==> config.mk <==
export PLATFORM = sky130hd
export DESIGN_NAME = spi_frame_arbiter
export DESIGN_NICKNAME = d
export VERILOG_FILES = /design/src/rtl/spi_pkg.sv /design/src/rtl/spi_frame_shifter.sv /design/src/rtl/spi_frame_arbiter.sv
export SDC_FILE = /design/constraint.sdc
export NUM_CORES = 1
export LEC_CHECK = 0
export ABC_AREA = 1
export CORE_MARGIN = 2
export CORE_UTILIZATION = 35
export DETAILED_ROUTE_END_ITERATION = 10
export PLACE_DENSITY_LB_ADDON = 0.08
export SYNTH_ARGS = -nofsm -noshare
export SYNTH_HDL_FRONTEND = slang
export SYNTH_SLANG_ARGS = --single-unit
==> constraint.sdc <==
create_clock -name SPI_CLK -period 3.2 [get_ports SPI_CLK]
set_input_delay 0.48 -clock SPI_CLK [delete_from_list [all_inputs] [get_ports SPI_CLK]]
set_output_delay 0.48 -clock SPI_CLK [all_outputs]
set_load 0.01 [all_outputs]
==> src/rtl/spi_pkg.sv <==
// spi_pkg: shared definitions for the SPI frame arbiter.
//   - State encodings and the FSM state type.
//   - Default frame width.
//   - rr_pick(): round-robin winner search, upward from a pointer with wrap.
package spi_pkg;

  localparam logic [1:0] IDLE  = 2'd0;
  localparam logic [1:0] SHIFT = 2'd1;
  localparam logic [1:0] GAP   = 2'd2;

  typedef enum logic [1:0] {
    ST_IDLE  = IDLE,
    ST_SHIFT = SHIFT,
    ST_GAP   = GAP
  } state_t;

  localparam int DEF_FRAME_W = 60;
  localparam int MAX_REQ     = 8;

  // Returns the first set bit of req[n-1:0], starting at ptr and wrapping at n.
  // Callers only use the result when req is nonzero.
  function automatic logic [2:0] rr_pick(input logic [MAX_REQ-1:0] req,
                                         input logic [2:0]         ptr,
                                         input int                 n);
    logic [2:0] win;
    logic       found;
    int         idx;
    win   = '0;
    found = 1'b0;
    for (int i = 0; i < MAX_REQ; i++) begin
      idx = (int'(ptr) + i) % n;
      if (!found && (i < n) && req[idx]) begin
        win   = 3'(idx);
        found = 1'b1;
      end
    end
    return win;
  endfunction

endpackage

==> src/rtl/spi_frame_shifter.sv <==
// spi_frame_shifter: serialises one latched frame MSB-first onto SPI_SDI with
// chip select low. All state updates on the falling clock edge.
// Ports:
//   clk       in   serial clock (falling-edge active)
//   reset     in   synchronous, active-high
//   load      in   latch frame, drive its MSB and pull csb low
//   frame     in   FRAME_W-bit frame to send
//   csb       out  chip select, active low
//   sdi       out  serial data; holds its last value while csb is high
//   last_bit  out  high while the LSB is on the wire (frame ends on next edge)
module spi_frame_shifter
  import spi_pkg::*;
#(
  parameter int FRAME_W = DEF_FRAME_W
) (
  input  logic               clk,
  input  logic               reset,
  input  logic               load,
  input  logic [FRAME_W-1:0] frame,
  output logic               csb,
  output logic               sdi,
  output logic               last_bit
);

  localparam int CNT_W = $clog2(FRAME_W);

  logic [FRAME_W-1:0] shift_reg;
  logic [CNT_W-1:0]   cnt_reg;
  logic               csb_reg;
  logic               sdi_reg;

  // shift_reg always holds the next bit to send in its MSB, so the bit put on
  // the wire on each edge is frame[cnt-1] without a wide mux.
  always_ff @(negedge clk) begin
    if (reset) begin
      shift_reg <= '0;
      cnt_reg   <= '0;
      csb_reg   <= 1'b1;
      sdi_reg   <= 1'b0;
    end else if (load) begin
      shift_reg <= {frame[FRAME_W-2:0], 1'b0};
      sdi_reg   <= frame[FRAME_W-1];
      cnt_reg   <= CNT_W'(FRAME_W - 1);
      csb_reg   <= 1'b0;
    end else if (!csb_reg) begin
      if (cnt_reg != '0) begin
        sdi_reg   <= shift_reg[FRAME_W-1];
        shift_reg <= {shift_reg[FRAME_W-2:0], 1'b0};
        cnt_reg   <= cnt_reg - 1'b1;
      end else begin
        // LSB has been held for a full cycle; deselect but keep SDI on the LSB.
        csb_reg <= 1'b1;
      end
    end
  end

  assign csb      = csb_reg;
  assign sdi      = sdi_reg;
  assign last_bit = !csb_reg && (cnt_reg == '0);

endmodule

==> src/rtl/spi_frame_arbiter.sv <==
// spi_frame_arbiter: shares one SPI link between NUM_REQ frame requesters.
// A round-robin winner is chosen only while idle; its frame is latched and
// shifted MSB-first by spi_frame_shifter. All registers update on the falling
// edge of SPI_CLK so the slave can sample SDI on the rising edge.
// Optional build macro: SPI_ARB_GAP_EN adds a GAP state holding CSB high for
// GAP_CYCLES extra cycles between frames (default build: 1-cycle deselect).
// Ports:
//   SPI_CLK   in   the only clock
//   reset     in   synchronous, active-high; aborts any frame in flight
//   req       in   level request per requester, held until gnt
//   req_data  in   requester i's frame at [i*FRAME_W +: FRAME_W]
//   gnt       out  one-hot pulse on the cycle the frame is latched
//   done      out  one-hot pulse when the winner's frame has completed
//   busy      out  high from the grant edge until the done edge
//   grant_id  out  index of the current or last winner
//   SPI_CSB   out  chip select, active low
//   SPI_SDI   out  serial data, MSB first
module spi_frame_arbiter
  import spi_pkg::*;
#(
  parameter int NUM_REQ    = 4,
  parameter int FRAME_W    = DEF_FRAME_W,
  parameter int GAP_CYCLES = 4
) (
  input  logic                       SPI_CLK,
  input  logic                       reset,
  input  logic [NUM_REQ-1:0]         req,
  input  logic [NUM_REQ*FRAME_W-1:0] req_data,
  output logic [NUM_REQ-1:0]         gnt,
  output logic [NUM_REQ-1:0]         done,
  output logic                       busy,
  output logic [$clog2(NUM_REQ)-1:0] grant_id,
  output logic                       SPI_CSB,
  output logic                       SPI_SDI
);

  localparam int ID_W = $clog2(NUM_REQ);

  if (NUM_REQ < 2 || NUM_REQ > MAX_REQ || GAP_CYCLES < 1 || GAP_CYCLES > 15) begin : g_param_check
    $error("spi_frame_arbiter: NUM_REQ must be 2..8 and GAP_CYCLES 1..15");
  end

  state_t              state_reg, state_next;
  logic [ID_W-1:0]     rr_ptr_reg, rr_ptr_next;
  logic [ID_W-1:0]     grant_id_reg, grant_id_next;
  logic [NUM_REQ-1:0]  gnt_reg, gnt_next;
  logic [NUM_REQ-1:0]  done_reg, done_next;
  logic                busy_reg, busy_next;
  logic                load;
  logic                last_bit;
`ifdef SPI_ARB_GAP_EN
  logic [3:0]          gap_cnt_reg, gap_cnt_next;
`endif

  // Split the flat request bus into one frame per requester.
  logic [FRAME_W-1:0]  frames [NUM_REQ];
  for (genvar gi = 0; gi < NUM_REQ; gi++) begin : g_frame
    assign frames[gi] = req_data[gi*FRAME_W +: FRAME_W];
  end

  logic [MAX_REQ-1:0]  req_ext;
  logic [ID_W-1:0]     winner;
  logic [FRAME_W-1:0]  frame_sel;

  always_comb begin
    req_ext              = '0;
    req_ext[NUM_REQ-1:0] = req;
  end

  assign winner    = ID_W'(rr_pick(req_ext, 3'(rr_ptr_reg), NUM_REQ));
  assign frame_sel = frames[winner];

  always_comb begin
    state_next    = state_reg;
    rr_ptr_next   = rr_ptr_reg;
    grant_id_next = grant_id_reg;
    gnt_next      = '0;
    done_next     = '0;
    busy_next     = busy_reg;
    load          = 1'b0;
`ifdef SPI_ARB_GAP_EN
    gap_cnt_next  = gap_cnt_reg;
`endif
    case (state_reg)
      ST_IDLE: begin
        if (|req) begin
          load             = 1'b1;
          gnt_next[winner] = 1'b1;
          grant_id_next    = winner;
          busy_next        = 1'b1;
          state_next       = ST_SHIFT;
        end
      end
      ST_SHIFT: begin
        if (last_bit) begin
          done_next[grant_id_reg] = 1'b1;
          busy_next               = 1'b0;
          // Moving the pointer past the winner gives every other pending
          // requester priority over a requester that keeps req high.
          rr_ptr_next = (grant_id_reg == ID_W'(NUM_REQ - 1)) ? '0 : grant_id_reg + 1'b1;
`ifdef SPI_ARB_GAP_EN
          gap_cnt_next = '0;
          state_next   = ST_GAP;
`else
          state_next   = ST_IDLE;
`endif
        end
      end
`ifdef SPI_ARB_GAP_EN
      ST_GAP: begin
        if (gap_cnt_reg == 4'(GAP_CYCLES - 1)) begin
          state_next = ST_IDLE;
        end else begin
          gap_cnt_next = gap_cnt_reg + 1'b1;
        end
      end
`endif
      default: state_next = ST_IDLE;
    endcase
  end

  always_ff @(negedge SPI_CLK) begin
    if (reset) begin
      state_reg    <= ST_IDLE;
      rr_ptr_reg   <= '0;
      grant_id_reg <= '0;
      gnt_reg      <= '0;
      done_reg     <= '0;
      busy_reg     <= 1'b0;
`ifdef SPI_ARB_GAP_EN
      gap_cnt_reg  <= '0;
`endif
    end else begin
      state_reg    <= state_next;
      rr_ptr_reg   <= rr_ptr_next;
      grant_id_reg <= grant_id_next;
      gnt_reg      <= gnt_next;
      done_reg     <= done_next;
      busy_reg     <= busy_next;
`ifdef SPI_ARB_GAP_EN
      gap_cnt_reg  <= gap_cnt_next;
`endif
    end
  end

  spi_frame_shifter #(
    .FRAME_W (FRAME_W)
  ) u_shifter (
    .clk      (SPI_CLK),
    .reset    (reset),
    .load     (load),
    .frame    (frame_sel),
    .csb      (SPI_CSB),
    .sdi      (SPI_SDI),
    .last_bit (last_bit)
  );

  assign gnt      = gnt_reg;
  assign done     = done_reg;
  assign busy     = busy_reg;
  assign grant_id = grant_id_reg;

endmodule

# --- Yosys cells after proc, flatten, opt, wreduce, memory -nomap -nowiden ---
# Index checks and enable logic that the tools add are counted.
totals:
  inputBits: 246
  wordCells: 113
  output_inout_bits: 13
  register_bits: 82
classes:
  n_eq_ne: 5
  order_cmp: 9
  bitwise: 9
  reduce_logical: 28
  n_mux: 46
  addsub: 5
op_table:
  columns: ["cell", "n"]
  rows:
  - ["$mux 60", 5]
  - ["$bmux 60 s2", 1]
  - ["$mux 1", 22]
  - ["$mux 6", 3]
  - ["$lt 3x5->1 const B", 3]
  - ["$mux 2", 7]
  - ["$reduce_and 2->1", 5]
  - ["$bmux 1 s3", 3]
  - ["$reduce_or 2->1", 4]
  - ["$logic_and 1x1->1", 6]
  - ["$logic_not 6->1", 1]
  - ["$lt 2x3->1 const B", 2]
  - ["$ne 2x2->1 const B", 3]
  - ["$reduce_bool 6->1", 1]
  - ["$reduce_or 3->1", 2]
  - ["$sub 6x1->6 const B", 1]
  - ["$not 1->1", 5]
  - ["$add 2x1->2 const B", 2]
  - ["$add 2x2->2 const B", 2]
  - ["$demux 1 s2", 2]
  - ["$ge 2x1->1 const B", 2]
  - ["$logic_not 1->1", 4]
  - ["$lt 2x4->1 const B", 1]
  - ["$pmux 2 s2", 1]
  - ["other kinds (11)", 14]

# --- Depth between registers and ports, before layout ---
depth:
  ltp_word: 19
  depth_mapped: 19
  mapped_depth_nobuf: 16

# --- By module ---
# From an unflattened synthesis, not the netlist that was laid out.
unflattened:
  cells_unflattened: 1141
  area_unflattened_um2: 6691.4
modules_own_cells:
  columns: ["module", "area_each_um2", "n_inst", "cells_per_inst"]
  rows:
  - ["spi_frame_shifter", 3500.9, 1, 449]
  - ["spi_frame_arbiter", 3190.6, 1, 692]

==> impl_metrics.json <==
{
  "ys_seq_elements": 80,
  "drt_iter0_drc": 485,
  "tightest_slew_ns": 0.642,
  "core_area_um2": 17400,
  "holdBufCountCts": 0,
  "area_growth_pct": 86.1,
  "largest_reg_flops": 59,
  "cts.clk_slew.worst_paths_ns": 0.03,
  "root_buffer": "clkbuf_16",
  "synth_top_area_cell": "nand2_1",
  "maxCapViolations": 0,
  "htree_levels": 3,
  "wl_per_cell_um": 15.6,
  "synth.avg_cell_area_um2": 5.38,
  "leakage_nw": 5.94,
  "synth-edff-count": 0,
  "cts_tree": "done",
  "cpMostUsedCell": "nand2_1",
  "syn_area_um2": 6240,
  "stdcell_area_um2": 11600,
  "grt_pass1_wl_um": 40600,
  "dp.cells": 1612,
  "worst_setup_path_end_kind": "register",
  "cp.arrival_ns": 2.16,
  "crit_chain": "buf_6 -> nand2_2 -> nand2_2 -> nand2_2 -> nand2_4 -> nor2_4 -> buf_4 -> nand2_8 -> nand2_8 -> nand2_8 -> buf_8 -> buf_12 -> buf_16 -> nand2_2 -> nand2_1 -> nand2_1 -> nand2_1 -> nand2_1 -> nand2_1",
  "skew_ns": 0.0261,
  "wirelength_um": 27600,
  "slew_violations": 0,
  "start_util_pct": 35.9,
  "powerDensity_nw_per_um2": 382,
  "die_w_um": 138,
  "hold_violations": 0,
  "rsz0062_at_grt": "yes",
  "maxSlewHeadroom_pct": 57.1,
  "globalRouteOverflowTotal": 0,
  "route.met3.wl_um": 1780,
  "diodes": 0,
  "path_buf_inv": 5,
  "remaining_drc_errors": 0,
  "met1_length_um": 11900,
  "peakVddDrop_mv": 0.324,
  "wl_met2_um": 13400,
  "grt_pass1_vias": 8429,
  "netlist_instances": 1159,
  "die_area_um2": 18900,
  "slowest_stage": "buf_4",
  "slowest_delay_ns": 0.16,
  "clk_path_buf_depth": 2,
  "top_layer": "met4",
  "hpwl_um": 14900,
  "synth_top_flop_cell": "dfxtp_1",
  "worstSetupPathType": "input pin to register",
  "holdWs_ns": 0.477,
  "ant_nets": 0,
  "violations": "setup timing",
  "ys_warn_count": 0,
  "synth_top_area_share_pct": 39.0,
  "min_path_type": "register to register",
  "setup_viol": 66,
  "numPortBuffers": 258,
  "instances_no_fill": 1767,
  "final_nets": 1788,
  "clock_latency_ns": 0.41,
  "ys_top_cells_by_area": "nand2_1 (39%), dfxtp_1 (26%), nand3_1 (11%)",
  "grt.total_usage_pct": 27.3,
  "synth_nets": 1410,
  "synth_commonest_cells": "nand2_1 (648), nand3_1 (131), dfxtp_1 (80)",
  "dpl_cell_area_um2": 9230,
  "ios": 259,
  "vias": 8822,
  "cp_top_family": "simple AND/OR/NAND/NOR gates",
  "fin_ws_ns": -0.281,
  "drive_gt1_share_pct": 19.3,
  "cts_sinks": 80,
  "cts_buffers": 9,
  "r2r_setup_slack_ns": 0.54,
  "startpoint_type": "input pin",
  "rows": 48,
  "synth_cell_types": 29,
  "async_flop_share_pct": 0,
  "antenna_found_initial": 0,
  "firstDrtPassIters": 5,
  "grt_max_degree": 61,
  "crit_required_ns": 1.88,
  "pre_cts_ws_ns": -1.06,
  "synth_most_common_cell": "nand2_1",
  "gp_congestion": 0.792,
  "die_h_um": 138,
  "status": "complete, but fails checks",
  "cp_max_fo": 8,
  "vias_per_cell": 4.99,
  "utilization_pct": 66.9,
  "seq_area_frac_synth_pct": 25.7
}
[per-layer routing]
metal,GRT usage [%],vias up
met5,0,-
met4,8.25,0
met3,5.48,55
met2,46.7,319
met1,34.5,4068
li1,-,4380
[power by group]
part	total [W]	leakage [nW]	switching [W]	internal [W]
clock network	0.00147	0.575	0.000722	0.000747
logic	0.00183	4.71	0.000906	0.000928
registers	0.00113	0.658	0.0000317	0.00110
total	0.00443	5.94	0.00166	0.00277
[per-stage QoR]
step / TNS [ns] / power (W)
after global routing: -18.64 / 0.00474
final: -13.39 / 0.00443
after global placement: -68.21 / 0.00255
after CTS: -13.53 / 0.00430
after floorplan: -11.25 / 0.00203
after detailed placement: -70.11 / 0.00256
[cells in the final DEF (no fill, tap or decap), types with 2 or more instances in the layout]
cell	instances
clkbuf_16	18
nand2_8	3
clkdlybuf4s50_1	241
buf_8	11
nand3_1	129
inv_8	3
inv_2	6
o21ai_0	32
ha_1	5
buf_4	45
o21ai_4	3
inv_4	5
nand3_2	2
nor3_2	2
inv_1	128
nor2_1	61
nor2_4	4
nand2_4	25
buf_6	9
nor3_4	2
dlygate4sd2_1	12
buf_12	20
o22ai_1	31
dfxtp_1	79
a31oi_1	2
buf_16	20
a21oi_4	2
nand2_2	105
a21oi_1	3
nand2_1	518
inv_6	2
[cell type report]
class	count	area (um2)
repair buffers	368	4310
well taps	225	282
clock inverters	87	377
fillers	1581	5750
flip-flops and latches	80	1600
inverters	61	260
clock buffers	9	225
multi-input cells	937	4550
[worst register-to-register path, delay by kind of cell, from the launching register on]
family        cells  cell delay [ns]
simple gates     14             1.06
buf+inv           5             0.77
flops             1             0.72
[path summary, 6_finish.rpt]
path                                from                endpoint  cells after the start
setup / recovery                  req[2]  u_shifter.shift_reg[3]                     19
hold / removal    u_shifter.shift_reg[1]  u_shifter.shift_reg[1]                      2
setup reg to reg           rr_ptr_reg[0]  u_shifter.shift_reg[3]                     19
hold reg to reg   u_shifter.shift_reg[1]  u_shifter.shift_reg[1]                      2
[kinds of logic after synthesis]
family,synth area share (%)
AND/OR/NAND/NOR,54.6
AO/OA/AOI/OAI,7.32
buffers and inverters,11.4
flip-flops,25.7
adder cells (fa/ha/maj),1.00
[timing repair]
| action | CTS | global route |
|---|---|---|
| setup buffers | 26 | 10 |
| setup endpoints to repair | 85 | 71 |
| resized for setup | 145 | 135 |
| pin swaps | 31 | 68 |
| gates cloned | 23 | 9 |
Power figures use the tool's default switching activity.
